--- config.mk ---
export PLATFORM = sky130hd
export DESIGN_NAME = cordic_iter_flat
export DESIGN_NICKNAME = d
export VERILOG_FILES = /design/src/rtl/cordic_iter_if.sv /design/src/rtl/cordic_iter.sv /design/src/flat_wrapper.sv
export SDC_FILE = /design/constraint.sdc
export NUM_CORES = 1
export LEC_CHECK = 0
export ABC_AREA = 1
export CAP_MARGIN = 20
export CORE_MARGIN = 3
export CORE_UTILIZATION = 31
export DETAILED_ROUTE_END_ITERATION = 16
export GPL_ROUTABILITY_DRIVEN = 0
export PLACE_DENSITY_LB_ADDON = 0.2
export SYNTH_ARGS = -nofsm -noshare
export SYNTH_HDL_FRONTEND = slang
export SYNTH_SLANG_ARGS = --single-unit
--- constraint.sdc ---
create_clock -name clk -period 12.9 [get_ports clk]
set_input_delay 2.58 -clock clk [delete_from_list [all_inputs] [get_ports clk]]
set_output_delay 2.58 -clock clk [all_outputs]
set_load 0.05 [all_outputs]
--- src/rtl/cordic_iter_if.sv ---
// Handshake and operand/result bus for the iterative CORDIC engine.
`timescale 1ns/1ps

interface cordic_iter_if #(
  parameter int unsigned W = 32
) ();

  logic                in_valid;
  logic                in_ready;
  logic                mode;
  logic signed [W-1:0] x_in;
  logic signed [W-1:0] y_in;
  logic signed [W-1:0] z_in;
  logic                out_valid;
  logic                out_ready;
  logic signed [W-1:0] x_out;
  logic signed [W-1:0] y_out;
  logic signed [W-1:0] z_out;

  // Producer/consumer side of the engine
  modport master (
    output in_valid, mode, x_in, y_in, z_in, out_ready,
    input  in_ready, out_valid, x_out, y_out, z_out
  );

  // The CORDIC engine itself
  modport slave (
    input  in_valid, mode, x_in, y_in, z_in, out_ready,
    output in_ready, out_valid, x_out, y_out, z_out
  );

endinterface

--- src/rtl/cordic_iter.sv ---
// Iterative CORDIC engine: one micro-rotation per clock, rotation or
// vectoring mode, valid/ready on both sides. Angles are binary angle units
// (2^(W-1) = pi). Optional output gain compensation is enabled by defining
// CORDIC_GAIN_COMP_EN (adds one multiply cycle before results are posted).
`timescale 1ns/1ps

module cordic_iter #(
  parameter int unsigned W    = 32,
  parameter int unsigned ITER = 16
) (
  input logic          clk,
  input logic          rst,
  cordic_iter_if.slave bus
);

  // Internal x/y carry two guard bits so the CORDIC gain cannot overflow
  localparam int unsigned XW = W + 2;
  localparam int unsigned IW = $clog2(ITER + 2);
  localparam int unsigned AW = $clog2(ITER);

`ifdef CORDIC_GAIN_COMP_EN
  // Counter value on the cycle that posts results (after the scale step)
  localparam int unsigned LAST = ITER + 1;
`else
  localparam int unsigned LAST = ITER;
`endif

  // Elaboration-time parameter range checks
  if (W < 12 || W > 32) begin : g_bad_w
    $error("cordic_iter: W out of range 12..32");
  end
  if (ITER < 4 || ITER > W - 2) begin : g_bad_iter
    $error("cordic_iter: ITER out of range 4..W-2");
  end

  typedef enum logic [1:0] {IDLE, RUN, DONE} state_t;

  // round(atan(2^-k) * 2^(W-1) / pi), evaluated at elaboration only
  function automatic longint atan_val(input int k);
    real pi;
    real a;
    pi = 3.14159265358979323846;
    a  = $atan(2.0 ** (-k)) * (2.0 ** (W - 1)) / pi;
    return longint'(a);
  endfunction

  logic [W-1:0] atan_tab [ITER];

  // Arctangent constant table
  for (genvar g = 0; g < int'(ITER); g++) begin : g_atan
    localparam longint AV = atan_val(g);
    assign atan_tab[g] = W'(AV);
  end

  state_t               state;
  logic [IW-1:0]        i;
  logic                 mode_r;
  logic signed [XW-1:0] x_r;
  logic signed [XW-1:0] y_r;
  logic [W-1:0]         z_r;

  logic [AW-1:0]        ai;
  logic [W-1:0]         atan_i;
  logic                 d_pos;
  logic signed [XW-1:0] x_sh;
  logic signed [XW-1:0] y_sh;
  logic signed [XW-1:0] x_nx;
  logic signed [XW-1:0] y_nx;
  logic [W-1:0]         z_nx;

  assign ai = AW'(i);

  // One micro-rotation step for the current counter value
  always_comb begin
    x_sh   = x_r >>> i;
    y_sh   = y_r >>> i;
    atan_i = (i < IW'(ITER)) ? atan_tab[ai] : '0;
    d_pos  = mode_r ? y_r[XW-1] : ~z_r[W-1];
    if (d_pos) begin
      x_nx = x_r - y_sh;
      y_nx = y_r + x_sh;
      z_nx = z_r - atan_i;
    end else begin
      x_nx = x_r + y_sh;
      y_nx = y_r - x_sh;
      z_nx = z_r + atan_i;
    end
  end

`ifdef CORDIC_GAIN_COMP_EN
  localparam int unsigned PW     = XW + W + 1;
  localparam longint      KINV_L = longint'(0.607252935 * (2.0 ** (W - 1)));
  // 1/K in Q(W-1); one extra bit keeps it positive as a signed operand
  localparam logic signed [W:0] KINV = (W + 1)'(KINV_L);

  logic signed [PW-1:0] x_prod;
  logic signed [PW-1:0] y_prod;
  logic signed [XW-1:0] x_sc;
  logic signed [XW-1:0] y_sc;

  // Remove the accumulated CORDIC gain from x and y
  always_comb begin
    x_prod = PW'(x_r) * PW'(KINV);
    y_prod = PW'(y_r) * PW'(KINV);
    x_sc   = XW'(x_prod >>> (W - 1));
    y_sc   = XW'(y_prod >>> (W - 1));
  end
`endif

  // Control FSM, datapath registers and registered outputs
  always_ff @(posedge clk or posedge rst) begin
    if (rst) begin
      state         <= IDLE;
      i             <= '0;
      mode_r        <= 1'b0;
      x_r           <= '0;
      y_r           <= '0;
      z_r           <= '0;
      bus.in_ready  <= 1'b1;
      bus.out_valid <= 1'b0;
      bus.x_out     <= '0;
      bus.y_out     <= '0;
      bus.z_out     <= '0;
    end else begin
      case (state)
        IDLE: begin
          if (bus.in_valid) begin
            x_r          <= XW'(bus.x_in);
            y_r          <= XW'(bus.y_in);
            z_r          <= bus.z_in;
            mode_r       <= bus.mode;
            i            <= '0;
            state        <= RUN;
            bus.in_ready <= 1'b0;
          end
        end
        RUN: begin
          if (i == IW'(LAST)) begin
            bus.x_out     <= x_r[W-1:0];
            bus.y_out     <= y_r[W-1:0];
            bus.z_out     <= z_r;
            bus.out_valid <= 1'b1;
            state         <= DONE;
          end else begin
            if (i < IW'(ITER)) begin
              x_r <= x_nx;
              y_r <= y_nx;
              z_r <= z_nx;
            end
`ifdef CORDIC_GAIN_COMP_EN
            else begin
              x_r <= x_sc;
              y_r <= y_sc;
            end
`endif
            i <= i + 1'b1;
          end
        end
        DONE: begin
          if (bus.out_ready) begin
            bus.out_valid <= 1'b0;
            bus.in_ready  <= 1'b1;
            state         <= IDLE;
          end
        end
        default: begin
          state         <= IDLE;
          bus.in_ready  <= 1'b1;
          bus.out_valid <= 1'b0;
        end
      endcase
    end
  end

endmodule

--- src/flat_wrapper.sv ---
// flat-port wrapper written by rule: the top's interface ports become plain ports
module cordic_iter_flat 
#(
  parameter int unsigned W    = 32,
  parameter int unsigned ITER = 16
)
  (clk, rst, bus_in_valid, bus_mode, bus_x_in, bus_y_in, bus_z_in, bus_out_ready, bus_in_ready, bus_out_valid, bus_x_out, bus_y_out, bus_z_out);
  cordic_iter_if #(.W(W)) bus_i ();
  input logic clk;
  input logic rst;
  input wire logic [$bits(bus_i.in_valid)-1:0] bus_in_valid;
  input wire logic [$bits(bus_i.mode)-1:0] bus_mode;
  input wire logic [$bits(bus_i.x_in)-1:0] bus_x_in;
  input wire logic [$bits(bus_i.y_in)-1:0] bus_y_in;
  input wire logic [$bits(bus_i.z_in)-1:0] bus_z_in;
  input wire logic [$bits(bus_i.out_ready)-1:0] bus_out_ready;
  output wire logic [$bits(bus_i.in_ready)-1:0] bus_in_ready;
  output wire logic [$bits(bus_i.out_valid)-1:0] bus_out_valid;
  output wire logic [$bits(bus_i.x_out)-1:0] bus_x_out;
  output wire logic [$bits(bus_i.y_out)-1:0] bus_y_out;
  output wire logic [$bits(bus_i.z_out)-1:0] bus_z_out;
  assign bus_i.in_valid = bus_in_valid;
  assign bus_i.mode = bus_mode;
  assign bus_i.x_in = bus_x_in;
  assign bus_i.y_in = bus_y_in;
  assign bus_i.z_in = bus_z_in;
  assign bus_i.out_ready = bus_out_ready;
  assign bus_in_ready = bus_i.in_ready;
  assign bus_out_valid = bus_i.out_valid;
  assign bus_x_out = bus_i.x_out;
  assign bus_y_out = bus_i.y_out;
  assign bus_z_out = bus_i.z_out;
  cordic_iter #(.W(W), .ITER(ITER)) u_core (.clk(clk), .rst(rst), .bus(bus_i));
endmodule
### Word level (Yosys, flattened, before mapping)

Memories as Yosys holds them, arrays and structs flattened.
Cells that the tools add are included.

| storage, ports and cells | value |
|---|---|
| register bits after elaboration | 206 |
| memory bits (read-only) | 512 |
| input port bits | 101 |
| memories | 1 |

Memories:

| name | words | width | rd ports | clocked after Yosys merged registers in | write ports | RTL line | RTL |
|---|---|---|---|---|---|---|---|
| (name not given) | 16 | 32 | 1 | 0 | 0 | cordic_iter.sv:77 | `atan_i = (i < IW'(ITER)) ? atan_tab[ai] : '0;` |

| operators by class | value |
|---|---|
| add/sub/neg operators | 7 |
| magnitude comparators | 2 |
| equality and inequality tests | 8 |
| shift operators | 2 |
| mux-type cells | 32 |
| bitwise operators | 4 |
| reductions and logical operators | 9 |

Operators by type and width:

| cell | number |
|---|---|
| two-way mux 34 bit | 8 |
| two-way mux 32 bit | 7 |
| case mux 34 bit (2 select lines) | 2 |
| adder 34 bit | 2 |
| >>> shifter 34 x 5 -> 34 bit | 2 |
| subtractor 34 bit | 2 |
| case mux 32 bit (2 select lines) | 1 |
| adder 32 bit | 1 |
| subtractor 32 bit | 1 |
| AND reduction 3 bit | 4 |
| two-way mux 5 bit | 2 |
| case mux 5 bit (2 select lines) | 1 |
| two-way mux 2 bit | 3 |
| inequality test 2 bit, second input constant | 3 |
| case mux 1 bit (3 select lines) | 2 |
| case mux 2 bit (3 select lines) | 1 |
| adder 5 x 1 -> 5 bit, second input constant | 1 |
| == test 5 bit, second input constant | 1 |
| >= comparator 5 bit, second input constant | 1 |
| less-than comparator 5 bit, second input constant | 1 |
| two-way mux 1 bit | 5 |
| NOT 4 -> 5 bit | 1 |
| inequality test 2 x 1 -> 1 bit, second input constant | 2 |
| AND reduction 2 bit | 2 |
| other kinds (6) | 8 |

### Logic depth before layout (Yosys ltp)

| logic depth | value |
|---|---|
| word-level depth | 10 |
| depth in mapped cells | 37 |

### Worst setup path after synthesis

OpenSTA, ideal clock, no wires.

| timing path | value |
|---|---|
| kind | register to register |
| from | reg u_core.i[1] |
| to | reg u_core.z_r[27] |
| arrival time | 4.158 ns |
| path slack | 8.618 ns |
| cell stages (with the launch flop) | 27 |
| buffers on the path | 2 |
| cell sequence | dfrtp_1 -> buf_4 -> clkinv_2 -> buf_2 -> ha_1 -> nor2_1 -> inv_1 -> nand2_1 -> a21oi_1 -> a31oi_2 -> ha_1 -> nand3_1 -> nand3b_1 -> nor2_1 -> nor2_4 -> xor2_1 -> ha_1 -> nand2_1 -> nor2_1 -> nand4_1 -> o21ai_0 -> a21oi_1 -> o21ai_0 -> xnor2_1 -> nand2_1 -> o211ai_1 -> nand2_1 |

| between the ends | value |
|---|---|
| cells in the longest elaborated chain, start to end | 10 |
| elaborated cells between the ends (all ways) | 16 |
| classes of those cells | 2 x add/sub; 1 x order compare; 3 x eq/ne; 7 x mux; 1 x bitwise; 1 x reduce/logical; 1 x memory |

Ends and longest elaborated chain:

| item | RTL line | RTL |
|---|---|---|
| from (decl) | cordic_iter.sv:56 | `logic [IW-1:0] i;` |
| from (signal assigned) | cordic_iter.sv:156 | `i <= i + 1'b1;` |
| NOT 4 -> 5 bit (implied by the code) | cordic_iter.sv:77 |  |
| memory (16 x 32 bit) | n/a |  |
| two-way mux 32 bit (implied by the code) (2 in a row) | cordic_iter.sv:77 |  |
| two-way mux 32 bit | cordic_iter.sv:77 |  |
| adder 32 bit or subtractor 32 bit (tied branches) | cordic_iter.sv:86, cordic_iter.sv:82 |  |
| two-way mux 32 bit | cordic_iter.sv:79 | `if (d_pos) begin` |
| two-way mux 32 bit | cordic_iter.sv:145 | `if (i < IW'(ITER)) begin` |
| two-way mux 32 bit | cordic_iter.sv:138 | `if (i == IW'(LAST)) begin` |
| case mux 32 bit (2 select lines) | cordic_iter.sv:125 | `case (state)` |
| to (signal assigned) | cordic_iter.sv:130 | `z_r <= bus.z_in;` |
| to (signal assigned) | cordic_iter.sv:148 | `z_r <= z_nx;` |
| to (decl) | cordic_iter.sv:60 | `logic [W-1:0] z_r;` |

Parallel ways exist; a longest one is shown, timed or not. The select of a mux whose other input is x is not followed.
A chain may end at the register's enable or synchronous reset.

### Worst setup path in the final report

| timing path | value |
|---|---|
| from | reg u_core.i[1] |
| to | reg u_core.x_r[28] |

| between the ends | value |
|---|---|
| cells in the longest elaborated chain, start to end | 6 |
| elaborated cells between the ends (all ways) | 12 |
| classes of those cells | 2 x add/sub; 1 x order compare; 3 x eq/ne; 1 x shift; 4 x mux; 1 x reduce/logical |

Ends and longest elaborated chain:

| item | RTL line | RTL |
|---|---|---|
| >>> shifter 34 x 5 -> 34 bit | cordic_iter.sv:76 | `y_sh = y_r >>> i;` |
| adder 34 bit or subtractor 34 bit (tied branches) | cordic_iter.sv:84, cordic_iter.sv:80 |  |
| two-way mux 34 bit | cordic_iter.sv:79 |  |
| two-way mux 34 bit | cordic_iter.sv:145 |  |
| two-way mux 34 bit | cordic_iter.sv:138 |  |
| case mux 34 bit (2 select lines) | cordic_iter.sv:125 |  |
| to (signal assigned) | cordic_iter.sv:128 | `x_r <= XW'(bus.x_in);` |
| to (signal assigned) | cordic_iter.sv:146 | `x_r <= x_nx;` |
| to (decl) | cordic_iter.sv:58 | `logic signed [XW-1:0] x_r;` |

Parallel ways exist; a longest one is shown, timed or not. The select of a mux whose other input is x is not followed.

==> impl_metrics.ini <==
[cells_and_area]
layout.nets = 3583
area_growth_pct = 17.0
seq_area_um2 = 5160
multi_input_area_um2 = 13500
instances_no_fill = 4245
nFillCells = 7201
drive_above_1_share = 0.0375

[synthesis]
ys.flop_type = dfrtp_1
ys_warn_count = 0
ys_seq_elements = 206
ys_seq_area_frac = 0.255
syn-num-nets = 3480
synth_top_area_cell = dfrtp_1
synth_top_area_share = 0.253
synthCells = 3267
synth.top_cells.by_area = dfrtp_1 25%, nand2_1 21%, nand3_1 9.8%, ha_1 6.7%, o21ai_0 5.5%
synth_edf_count = 0
synth-async-reset-ratio = 1.00
synth_cell_type_count = 56
postSynthAreaPerCell_um2 = 6.20
syn-cell-area_um2 = 20200

[global_route]
antenna_found_initial = 3
grt_start_max_net_pins = 85
grt_pass1_wl_mm = 118
grt_pass1_vias = 20441
groute.usage.overall = 0.219
gr-total-overflow = 0

[critical_path]
cp-startpoint = u_core.i[1]$_DFFE_PP0P_
max_stage_delay_ps = 930
cp_top_family = simple AND/OR/NAND/NOR gates
r2r_setup_slack_ps = 6870
cp-endpoint = u_core.x_r[28]$_DFFE_PP0P_
critPathSlowestCell = nor2_1
required_ps = 13360
worstSetupEndpointType = flip-flop
crit_cells = 30
path_buf_inv = 7
r2r-end = u_core.x_r[28]$_DFFE_PP0P_
path_common_cell = nand2_1
arrival_ps = 6480
critPathKind = reg2reg
crit_fanout = 65
start_kind = flip-flop
r2r-start = u_core.i[1]$_DFFE_PP0P_
reg2reg_depth = 30

[drt]
vias = 21760
drc = 0
routedWlPerCell_um = 17.9
vias_per_cell = 5.13
ant_nets = 0
drt-initial-drc-count = 1933
drt-pass1-iter-count = 5
totalWireLength_mm = 76.2

[timing]
period_share = 0.467
hold_viol = 0
slew-limit-headroom = 0.375
finalCriticalPeriod_ps = 6030
rsz0062_at_grt = no
setup_ws_ps = 6870
finalSetupViolCount = 0
fin_skew_ps = 10.6
worstMarginPinSlew_ps = 936
fmax_mhz = 166
slew_violations = 0
fin_setup_tns_ps = 0

[die]
die-area_um2 = 68400
row_count = 93
start_util = 0.313
ios = 199
fp.coreArea_um2 = 64600
die_y_um = 262
fp.dieW_um = 262

[clock_network]
cts_resized = 0
postCtsHoldBufs = 0
cts_root_buf = clkbuf_16
clk_latency_ps = 570
post_cts_buffers = 0
clk_pin_slew_worst_paths_ps = 60
cts.sinks = 206
htreeDepth = 1
cts_tree = yes
clockBufferDepth = 3
cts_buffers = 27

[place]
port_buffers = 198
dpl.cell_count = 4196
post-place-ws_ps = 7000
place_hpwl_mm = 57.6

[run_status]
status = complete, no violations

[worst_hold_path]
worstHoldPathType = reg2reg

[run]
cap_violations = 0
-- cells in the final DEF, fill, tap and decap left out, drive strengths merged, types with 11 or more instances in the layout --
cell type,netlist,layout
nand2,1140,1140
nand3,399,399
nor2,265,265
inv,239,241
o21ai,238,238
dfrtp,205,205
clkdlybuf4s50,0,198
a21oi,186,186
ha,109,109
xor2,76,76
xnor2,51,51
clkbuf,71,36
o211ai,29,29
nor3,28,28
nand4,26,26
buf,75,22
a31oi,20,20
or2,16,16
o21a,11,11
-- stage by stage --
stage	cell area, um2	util	hold slack [ps]
after CTS	23700	0.367	482
after global routing	23700	0.367	501
after global placement	22800	0.353	463
after detailed placement	22800	0.353	465
after floorplan	20200	-	470
final	23700	0.367	476
-- area by class of cell --
| type | instances | share of cell area |
|---|---|---|
| clock inverter | 12 | 0.00681 |
| inverter | 242 | 0.0389 |
| antenna | 1 | 0.000106 |
| sequential | 206 | 0.218 |
| tap | 855 | 0.0452 |
| clock buffer | 36 | 0.0321 |
| multi-input combinational | 2673 | 0.569 |
| timing repair buffer | 220 | 0.0906 |
-- logic make-up (layout without fill, tap and decap cells) --
| group | after synthesis | in the layout | synth area share |
|---|---|---|---|
| flops | 206 | 206 | 0.255 |
| buf+inv | 388 | 510 | 0.0814 |
| simple gates | 1893 | 1893 | 0.390 |
| other cells | 0 | 1 | 0 |
| fa+ha+maj | 112 | 112 | 0.0703 |
| xor+xnor | 127 | 127 | 0.0549 |
| compound gates | 541 | 541 | 0.149 |
-- cells in the mapped netlist, types with 2 or more instances --
cell type  count
o21ai_0      221
a211oi_1       3
o22ai_1        7
dfrtp_1      205
inv_2          7
fa_1           3
nand3_1      395
a221oi_1       4
a21o_1         8
o31ai_1        6
xor2_1        76
clkbuf_1      71
nand2_2        6
buf_2         33
nand3_2        4
nor2_4         3
o21ai_1       15
nand3b_1       5
inv_1        231
ha_1         109
a22oi_1        3
buf_1         17
buf_4         11
o21a_1        10
nor2_1       257
a21boi_0       3
nor2_2         5
a21oi_1      186
nor4_1         9
a31oi_1       19
nand4_1       26
nand2_1     1134
o211ai_1      29
o21bai_1       8
nor3_1        26
clkinv_1       2
xnor2_1       51
nor3b_1        4
buf_6         14
or2_2         16
o221ai_1      10
-- registers in the layout, summed over array words and instances, names as in the netlist --
signal	flops
u_core.bus.y_out	32
u_core.bus.x_out	32
u_core.y_r	34
u_core.z_r	32
u_core.bus.in_ready	1
u_core.bus.z_out	32
u_core.x_r	34
u_core.state	2
u_core.i	5
u_core.mode_r	1
u_core.bus.out_valid	1
-- worst register-to-register path, delay by kind of cell (launching register included) --
| kind | cells | cell delay (ps) |
|---|---|---|
| AOI/OAI and AO/OA | 7 | 1490 |
| DFF | 1 | 360 |
| adders and majority gates | 2 | 680 |
| and+or+nand+nor | 14 | 2180 |
| buffers and inverters | 7 | 1200 |
-- layer usage --
layer | share of wire | vias up | global-route usage
met5 | 0.00017 | - | 0
met4 | 0.018 | 2 | 0.0422
met3 | 0.066 | 78 | 0.0297
met2 | 0.43 | 602 | 0.336
met1 | 0.48 | 10064 | 0.327
li1 | - | 11014 | -
-- worst min path at each step --
stage	to	slack, ps	start	depth (start not counted)
finish	u_core.bus.z_out[3]$_DFFE_PP0P_	480	u_core.bus.z_out[3]$_DFFE_PP0P_	2
global route	u_core.bus.z_out[3]$_DFFE_PP0P_	500	u_core.bus.z_out[3]$_DFFE_PP0P_	2
CTS	u_core.bus.x_out[28]$_DFFE_PP0P_	480	u_core.bus.x_out[28]$_DFFE_PP0P_	2
detailed placement	u_core.bus.y_out[18]$_DFFE_PP0P_	460	u_core.bus.y_out[18]$_DFFE_PP0P_	2
global placement	u_core.bus.y_out[11]$_DFFE_PP0P_	460	u_core.bus.y_out[11]$_DFFE_PP0P_	2
floorplan	u_core.bus.z_out[10]$_DFFE_PP0P_	470	u_core.z_r[10]$_DFFE_PP0P_	2
Power is not shown: default switching activity piles up to over one toggle a cycle in this logic, so the estimate is an artifact.
